**config.mk**
```make
export PLATFORM = sky130hd
export DESIGN_NAME = iter_mul_div_unit_flat
export DESIGN_NICKNAME = d
export VERILOG_FILES = /design/src/rtl/iter_mul_div_unit_if.sv /design/src/rtl/iter_mul_div_unit.sv /design/src/flat_wrapper.sv
export SDC_FILE = /design/constraint.sdc
export NUM_CORES = 1
export LEC_CHECK = 0
export ABC_AREA = 1
export CAP_MARGIN = 20
export CORE_ASPECT_RATIO = 1.4
export CORE_MARGIN = 4
export CORE_UTILIZATION = 55
export DETAILED_ROUTE_END_ITERATION = 10
export PLACE_DENSITY_LB_ADDON = 0.2
export REMOVE_ABC_BUFFERS = 1
export SETUP_SLACK_MARGIN = 0.02
export SKIP_LAST_GASP = 1
export SYNTH_ARGS = -nofsm -noshare
export SYNTH_HDL_FRONTEND = slang
export SYNTH_SLANG_ARGS = --single-unit
```
**constraint.sdc**
```tcl
create_clock -name clk -period 12.2 [get_ports clk]
set_input_delay 2.44 -clock clk [delete_from_list [all_inputs] [get_ports clk]]
set_output_delay 2.44 -clock clk [all_outputs]
set_load 0.01 [all_outputs]
```
**src/rtl/iter_mul_div_unit_if.sv**
```systemverilog
// Handshake/operand bundle for iter_mul_div_unit; master drives requests, slave returns results.
interface iter_mul_div_unit_if #(
   parameter int unsigned WIDTH = 32
);
   logic                   sel_mul_div;
   logic                   signed_i;
   logic [WIDTH-1:0]       opdata1_i;
   logic [WIDTH-1:0]       opdata2_i;
   logic                   start_i;
   logic                   annul_i;
   logic [2*WIDTH-1:0]     result_o;
   logic                   ready_o;
   logic                   busy_o;
   logic                   div0_o;

   modport master (
      output sel_mul_div, signed_i, opdata1_i, opdata2_i, start_i, annul_i,
      input  result_o, ready_o, busy_o, div0_o
   );

   modport slave (
      input  sel_mul_div, signed_i, opdata1_i, opdata2_i, start_i, annul_i,
      output result_o, ready_o, busy_o, div0_o
   );
endinterface

```
**src/rtl/iter_mul_div_unit.sv**
```systemverilog
// Iterative shift-add multiplier / restoring divider with sign fix-up, annul and div-by-zero.
// Optional MUL_DIV_EARLY_OUT_EN: multiply leaves CALC once the remaining multiplier is zero.
module iter_mul_div_unit #(
   parameter  int unsigned WIDTH = 32,
   localparam int unsigned CNT_W = $clog2(WIDTH + 1)
) (
   input logic                clk,
   input logic                rst,
   iter_mul_div_unit_if.slave bus
);

   localparam int unsigned W2 = 2 * WIDTH;

   typedef enum logic [1:0] {IDLE, CALC, FIX} state_t;

   state_t           state_q;
   logic             mul_q, sa_q, sb_q, div0_q;
   logic [CNT_W-1:0] cnt_q;
   logic [W2-1:0]    acc_q, mcand_q;
   logic [WIDTH-1:0] mplier_q;
   logic [W2-1:0]    result_q;
   logic             ready_q, div0_out_q;

   logic [WIDTH-1:0] mag1, mag2;
   logic [W2-1:0]    acc_d, mcand_d;
   logic [WIDTH-1:0] mplier_d;
   logic [WIDTH:0]   rem_sh;
   logic [WIDTH-1:0] divisor, rem_sub, quo, rem;
   logic             rem_ge, last_d;
   logic [W2-1:0]    fix_res;

   assign mag1 = (bus.signed_i && bus.opdata1_i[WIDTH-1]) ? -bus.opdata1_i : bus.opdata1_i;
   assign mag2 = (bus.signed_i && bus.opdata2_i[WIDTH-1]) ? -bus.opdata2_i : bus.opdata2_i;

   // acc_q holds the product in multiply mode and the {rem, quo} pair in divide mode
   always_comb begin
      acc_d    = acc_q;
      mcand_d  = mcand_q;
      mplier_d = mplier_q;
      rem_sh   = {acc_q[W2-1:WIDTH], acc_q[WIDTH-1]};
      divisor  = mcand_q[WIDTH-1:0];
      rem_ge   = (rem_sh >= {1'b0, divisor});
      rem_sub  = rem_sh[WIDTH-1:0] - divisor;
      if (mul_q) begin
         if (mplier_q[0]) acc_d = acc_q + mcand_q;
         mcand_d  = mcand_q << 1;
         mplier_d = mplier_q >> 1;
      end else begin
         acc_d = {(rem_ge ? rem_sub : rem_sh[WIDTH-1:0]), acc_q[WIDTH-2:0], rem_ge};
      end
      last_d = (cnt_q == CNT_W'(WIDTH - 1));
`ifdef MUL_DIV_EARLY_OUT_EN
      if (mul_q && (mplier_d == '0)) last_d = 1'b1;
`endif
   end

   always_comb begin
      quo = acc_q[WIDTH-1:0];
      rem = acc_q[W2-1:WIDTH];
      if (mul_q)       fix_res = (sa_q ^ sb_q) ? -acc_q : acc_q;
      else if (div0_q) fix_res = acc_q;
      else             fix_res = {(sa_q ? -rem : rem), ((sa_q ^ sb_q) ? -quo : quo)};
   end

   always_ff @(posedge clk or posedge rst) begin
      if (rst) begin
         state_q    <= IDLE;
         mul_q      <= 1'b0;
         sa_q       <= 1'b0;
         sb_q       <= 1'b0;
         div0_q     <= 1'b0;
         cnt_q      <= '0;
         acc_q      <= '0;
         mcand_q    <= '0;
         mplier_q   <= '0;
         result_q   <= '0;
         ready_q    <= 1'b0;
         div0_out_q <= 1'b0;
      end else begin
         ready_q <= 1'b0;
         if (bus.annul_i) begin
            state_q <= IDLE;
            cnt_q   <= '0;
         end else begin
            case (state_q)
               IDLE: begin
                  if (bus.start_i) begin
                     mul_q  <= bus.sel_mul_div;
                     sa_q   <= bus.signed_i & bus.opdata1_i[WIDTH-1];
                     sb_q   <= bus.signed_i & bus.opdata2_i[WIDTH-1];
                     cnt_q  <= '0;
                     div0_q <= 1'b0;
                     if (bus.sel_mul_div) begin
                        acc_q    <= '0;
                        mcand_q  <= W2'(mag1);
                        mplier_q <= mag2;
                        state_q  <= CALC;
`ifdef MUL_DIV_EARLY_OUT_EN
                        if (mag2 == '0) state_q <= FIX;
`endif
                     end else if (bus.opdata2_i == '0) begin
                        div0_q  <= 1'b1;
                        acc_q   <= {bus.opdata1_i, {WIDTH{1'b1}}};
                        state_q <= FIX;
                     end else begin
                        acc_q   <= W2'(mag1);
                        mcand_q <= W2'(mag2);
                        state_q <= CALC;
                     end
                  end
               end
               CALC: begin
                  acc_q    <= acc_d;
                  mcand_q  <= mcand_d;
                  mplier_q <= mplier_d;
                  if (last_d) begin
                     cnt_q   <= '0;
                     state_q <= FIX;
                  end else begin
                     cnt_q <= cnt_q + CNT_W'(1);
                  end
               end
               FIX: begin
                  result_q   <= fix_res;
                  div0_out_q <= div0_q;
                  ready_q    <= 1'b1;
                  state_q    <= IDLE;
               end
               default: state_q <= IDLE;
            endcase
         end
      end
   end

   assign bus.result_o = result_q;
   assign bus.ready_o  = ready_q;
   assign bus.busy_o   = (state_q != IDLE);
   assign bus.div0_o   = div0_out_q;

endmodule

```
**src/flat_wrapper.sv**
```systemverilog
// flat-port wrapper written by rule: the top's interface ports become plain ports
module iter_mul_div_unit_flat 
#(
   parameter  int unsigned WIDTH = 32,
   localparam int unsigned CNT_W = $clog2(WIDTH + 1)
)
  (clk, rst, bus_sel_mul_div, bus_signed_i, bus_opdata1_i, bus_opdata2_i, bus_start_i, bus_annul_i, bus_result_o, bus_ready_o, bus_busy_o, bus_div0_o);
  iter_mul_div_unit_if #(.WIDTH(WIDTH)) bus_i ();
  input logic clk;
  input logic rst;
  input wire logic [$bits(bus_i.sel_mul_div)-1:0] bus_sel_mul_div;
  input wire logic [$bits(bus_i.signed_i)-1:0] bus_signed_i;
  input wire logic [$bits(bus_i.opdata1_i)-1:0] bus_opdata1_i;
  input wire logic [$bits(bus_i.opdata2_i)-1:0] bus_opdata2_i;
  input wire logic [$bits(bus_i.start_i)-1:0] bus_start_i;
  input wire logic [$bits(bus_i.annul_i)-1:0] bus_annul_i;
  output wire logic [$bits(bus_i.result_o)-1:0] bus_result_o;
  output wire logic [$bits(bus_i.ready_o)-1:0] bus_ready_o;
  output wire logic [$bits(bus_i.busy_o)-1:0] bus_busy_o;
  output wire logic [$bits(bus_i.div0_o)-1:0] bus_div0_o;
  assign bus_i.sel_mul_div = bus_sel_mul_div;
  assign bus_i.signed_i = bus_signed_i;
  assign bus_i.opdata1_i = bus_opdata1_i;
  assign bus_i.opdata2_i = bus_opdata2_i;
  assign bus_i.start_i = bus_start_i;
  assign bus_i.annul_i = bus_annul_i;
  assign bus_result_o = bus_i.result_o;
  assign bus_ready_o = bus_i.ready_o;
  assign bus_busy_o = bus_i.busy_o;
  assign bus_div0_o = bus_i.div0_o;
  iter_mul_div_unit #(.WIDTH(WIDTH)) u_core (.clk(clk), .rst(rst), .bus(bus_i));
endmodule
```
==> report_table.html <==
<table>
<tr><th>Metric</th><th>Value</th></tr>
<tr><th colspan="2">Drt</th></tr>
<tr><td>Total length of routed met3 wires</td><td>9.92 mm</td></tr>
<tr><td>Detailed route wirelength on metal2</td><td>roughly 42 mm</td></tr>
<tr><td>Routed Antenna Nets</td><td>0</td></tr>
<tr><td>Highest layer used for signal routing</td><td>met5</td></tr>
<tr><td>Detailed Route Iter0 Violations</td><td>2897</td></tr>
<tr><td>Post-DR vias/cell</td><td>between 5 and 6</td></tr>
<tr><td>Detail-routed net length per standard cell</td><td>between 20 and 25 um</td></tr>
<tr><td>Remaining DRCs</td><td>0</td></tr>
<tr><td>First-pass iteration count of the detailed router</td><td>6</td></tr>
<tr><td>Total routed wire length on the met1 layer</td><td>about 37 mm</td></tr>
<tr><td>Wirelength, routed</td><td>approximately 95 mm</td></tr>
<tr><td>Routed via count</td><td>around 27000</td></tr>
<tr><th colspan="2">STA</th></tr>
<tr><td>Total Negative Setup Slacks</td><td>0 ns</td></tr>
<tr><td>Number of hold violations in the final report</td><td>0</td></tr>
<tr><td>Crit path time final</td><td>5.32 ns</td></tr>
<tr><td>Number of slew-limit violations in the final report</td><td>0</td></tr>
<tr><td>Worst Clk Skew</td><td>slightly above 0.03 ns</td></tr>
<tr><td>Worst-margin pin slew</td><td>1.01 ns</td></tr>
<tr><td>Setup repair after global routing missed its margin</td><td>no</td></tr>
<tr><td>Final Setup Violations</td><td>0</td></tr>
<tr><td>Share of the clock period used by the worst path</td><td>0.436</td></tr>
<tr><td>Slew margin rel.</td><td>0.321</td></tr>
<tr><td>FMAX</td><td>~190 MHz</td></tr>
<tr><th colspan="2">Run status</th></tr>
<tr><td>Result of the run</td><td>completed</td></tr>
<tr><th colspan="2">Floorplan</th></tr>
<tr><td>Die Ht</td><td>254 um</td></tr>
<tr><td>Area enclosed by the die boundary</td><td>around 0.047 mm2</td></tr>
<tr><td>Floorplan row count</td><td>89</td></tr>
<tr><td>Core area</td><td>between 0.04 and 0.05 mm2</td></tr>
<tr><td>Initial Utilization</td><td>0.561</td></tr>
<tr><td>Boundary pin count</td><td>around 140</td></tr>
<tr><td>Die W</td><td>between 150 and 200 um</td></tr>
<tr><th colspan="2">Logic synthesis</th></tr>
<tr><td>Syn Area/Cell</td><td>5.84 um2</td></tr>
<tr><td>Main combinational cell family by area after synthesis</td><td>simple AND/OR/NAND/NOR gates</td></tr>
<tr><td>Simple-Gate Fraction of Synth Area</td><td>0.395</td></tr>
<tr><td>Post-Synthesis Cells</td><td>between 4000 and 5000</td></tr>
<tr><td>Count of yosys warnings during synthesis</td><td>0</td></tr>
<tr><td>Most common library cells after synthesis</td><td>nand2_1 (1434), inv_1 (671), nor2_1 (355)</td></tr>
<tr><td>Combined area of all synthesized cells</td><td>~0.024 mm2</td></tr>
<tr><td>Largest area contributor in the netlist</td><td>dfrtp_1</td></tr>
<tr><td>Async SR Flop Fraction</td><td>1.00</td></tr>
<tr><td>Compound-cell area share of the yosys netlist</td><td>0.128</td></tr>
<tr><td>Most common cell in the synthesized netlist</td><td>nand2_1</td></tr>
<tr><td>Synthesized flop and latch total</td><td>between 200 and 250</td></tr>
<tr><td>Share of Yosys cell area claimed by the top area cell type</td><td>0.250</td></tr>
<tr><td>Xor-xnor portion of the synthesized cell area</td><td>0.0420</td></tr>
<tr><td>Share of synthesized area spent on multiplexers</td><td>0</td></tr>
<tr><td>Distinct cell type count of the synthesized netlist</td><td>55</td></tr>
<tr><td>Most area-consuming cells after synthesis</td><td>dfrtp_1 (25%), nand2_1 (23%), inv_1 (11%), nand3_1 (6.2%), nor2_1 (5.6%)</td></tr>
<tr><td>Leading register cell type out of synthesis</td><td>dfrtp_1</td></tr>
<tr><td>Adder and majority gate portion of the synthesized area</td><td>0.0543</td></tr>
<tr><td>Seq/Total Area, Yosys</td><td>0.250</td></tr>
<tr><td>Post-synth EDFFs</td><td>0</td></tr>
<tr><th colspan="2">Power</th></tr>
<tr><td>Max IR drop VDD</td><td>around 200 uV</td></tr>
<tr><td>Power per cell area</td><td>around 300 mW/mm2</td></tr>
<tr><td>Leakage power of the design</td><td>~14 nW</td></tr>
<tr><th colspan="2">Min path</th></tr>
<tr><td>Hold path startpoint</td><td>u_core.bus.result_o[16]$_DFFE_PP0P_</td></tr>
<tr><td>Class of the worst hold path</td><td>flop to flop</td></tr>
<tr><td>Hold path depth</td><td>2</td></tr>
<tr><th colspan="2">Placed design</th></tr>
<tr><td>Detail Placement HPWL</td><td>about 75 mm</td></tr>
<tr><td>Placed cells</td><td>roughly 4700</td></tr>
<tr><td>Routability Congestion</td><td>1.05</td></tr>
<tr><td>Area post-placement</td><td>0.0255 mm2</td></tr>
<tr><td>Port bufs</td><td>approximately 140</td></tr>
<tr><th colspan="2">Final layout</th></tr>
<tr><td>Count of inserted antenna diode cells</td><td>0</td></tr>
<tr><td>Number of cells in the finished layout apart from fillers</td><td>between 4000 and 5000</td></tr>
<tr><td>Multi-input gate area</td><td>around 0.015 mm2</td></tr>
<tr><td>Share of final-layout standard cells stronger than drive strength 1</td><td>0.0320</td></tr>
<tr><td>Final design area excluding fillers</td><td>approximately 0.026 mm2</td></tr>
<tr><td>Nets@finish</td><td>between 4000 and 5000</td></tr>
<tr><td>Filler instances</td><td>around 4300</td></tr>
<tr><td>Area occupied by registers</td><td>0.00596 mm2</td></tr>
<tr><td>Area Growth Syn to Fin</td><td>11.2%</td></tr>
<tr><th colspan="2">Global route</th></tr>
<tr><td>Wire length of the first global-routing pass</td><td>roughly 140 mm</td></tr>
<tr><td>Maximum number of pins on one net before global-route repair</td><td>113</td></tr>
<tr><td>Combined global-route utilization of all metal layers</td><td>0.398</td></tr>
<tr><td>Number of antenna violations at the first check in global routing</td><td>1</td></tr>
<tr><td>Global route total overflow</td><td>0</td></tr>
<tr><td>Via count of the first global-routing pass</td><td>24799</td></tr>
<tr><th colspan="2">Critical path</th></tr>
<tr><td>First element of the critical path</td><td>bus_opdata2_i[0]</td></tr>
<tr><td>Origin of the critical flop-to-flop path</td><td>u_core.acc_q[46]$_DFFE_PP0P_</td></tr>
<tr><td>Critical Path Start Type</td><td>input port</td></tr>
<tr><td>Required time reported for the critical path endpoint</td><td>12.63 ns</td></tr>
<tr><td>CP Data Arrival Time</td><td>5.75 ns</td></tr>
<tr><td>Critical Path End Type</td><td>flop</td></tr>
<tr><td>Count of cells along the worst register-to-register path</td><td>16</td></tr>
<tr><td>Largest fanout on the critical path</td><td>80</td></tr>
<tr><td>Crit path kind</td><td>input port to flop</td></tr>
<tr><th colspan="2">Job</th></tr>
<tr><td>Max-capacitance violation count</td><td>0</td></tr>
<tr><th colspan="2">Clock tree</th></tr>
<tr><td>Clock latency reported for the late side of the worst-skew pair</td><td>about 0.60 ns</td></tr>
<tr><td>CTS Root Cell</td><td>clkbuf_16</td></tr>
<tr><td>Post-CTS clock slew at the launch and capture registers of the worst setup and hold paths</td><td>~0.060 ns</td></tr>
<tr><td>Clock sinks</td><td>between 200 and 250</td></tr>
<tr><td>Hold-fix buffers, CTS</td><td>0</td></tr>
<tr><td>TritonCTS clock tree</td><td>built</td></tr>
<tr><td>Count of cells resized by post-cts repair</td><td>0</td></tr>
<tr><td>Number of buffers created by CTS</td><td>27</td></tr>
<tr><td>Number of levels the H-tree was split into</td><td>1</td></tr>
<tr><td>CTS max path bufs</td><td>3</td></tr>
<tr><td>Number of setup buffers added after CTS</td><td>0</td></tr>
</table>
[report_power, final]
group / total, mW / switching (mW) / internal [mW]
sequential: 1.61 / 0.498 / 1.11
combinational: 5.56 / 3.78 / 1.78
clock: 0.894 / 0.383 / 0.511
[state kept, by name, summed over array words and instances, names as in the netlist]
register / flops
u_core.bus.result_o: 64
u_core.state_q: 2
u_core.mplier_q: 32
u_core.sa_q: 1
u_core.mcand_q: 64
u_core.mul_q: 1
u_core.sb_q: 1
u_core.cnt_q: 6
u_core.acc_q: 64
u_core.div0_q: 1
u_core.bus.div0_o: 1
u_core.bus.ready_o: 1
[cell type report]
class	count	share of cell area
Timing Repair Buffer	160	0.0583
Clock buffer	36	0.0291
Inverter	677	0.0964
Sequential cell	238	0.225
Tap cell	546	0.0258
Clock inverter	12	0.00658
Multi-Input combinational cell	3037	0.559
[critical path, cell delays in order]
cell and delay [ns]:
clkdlybuf4s50_1 0.43, inv_1 0.10, ha_1 0.23, nand3_1 0.13
nor2_2 0.17, nand2_1 0.13, nor2_4 0.15, nand4_4 0.23
nor2_2 0.23, nor2_4 0.04, buf_4 0.30, inv_2 0.10
buf_4 0.65, o21ai_0 0.25
[through the flow]
stage / total power, mW / setup slack, ns / utilization / hold slack, ns
after floorplan: 5.04 / 3.23 / - / 0.444
after global placement: 6.94 / 6.46 / 0.601 / 0.458
after detailed placement: 6.97 / 6.39 / 0.601 / 0.465
after CTS: 7.89 / 7.00 / 0.623 / 0.480
after global routing: 8.66 / 6.66 / 0.623 / 0.498
final: 8.07 / 6.88 / 0.623 / 0.480
[worst paths after layout]
path	end	slack (ns)
min	u_core.bus.result_o[16]$_DFFE_PP0P_	0.48
max reg2reg	u_core.acc_q[34]$_DFFE_PP0P_	8.10
min reg2reg	u_core.bus.result_o[16]$_DFFE_PP0P_	0.48
max	u_core.mcand_q[10]$_DFFE_PP0P_	6.88
min in group asynchronous	u_core.bus.result_o[6]$_DFFE_PP0P_	2.37
max in group asynchronous	u_core.bus.result_o[55]$_DFFE_PP0P_	7.58
[kinds of logic (layout without fill, tap and decap cells)]
kind of cell	count (synthesis)	in the layout
simple gates	2266	2266
buf+inv	794	885
compound gates	555	555
flops	238	238
xor+xnor	114	114
fa+ha+maj	102	102
[metal layers]
metal / vias up / track usage
li1: 12931 / -
met1: 12243 / 0.521
met2: 1493 / 0.625
met3: 296 / 0.0619
met4: 2 / 0.232
met5: - / 0
[placed cells by master, fill, tap and decap left out, drive strengths merged, types with 11 or more instances in the layout]
master / instances
clkbuf: 36
nand2: 1444
nor4: 14
a22oi: 15
nand3b: 29
o31ai: 12
nor2: 373
a31oi: 26
xor2: 91
dfrtp: 238
buf: 24
and2: 12
nor3: 45
nand3: 295
clkdlybuf4s50: 136
inv: 677
o22ai: 11
o211ai: 21
nand4: 44
a21oi: 232
ha: 100
xnor2: 23
o21ai: 218
(Power assumes the default switching activity.)
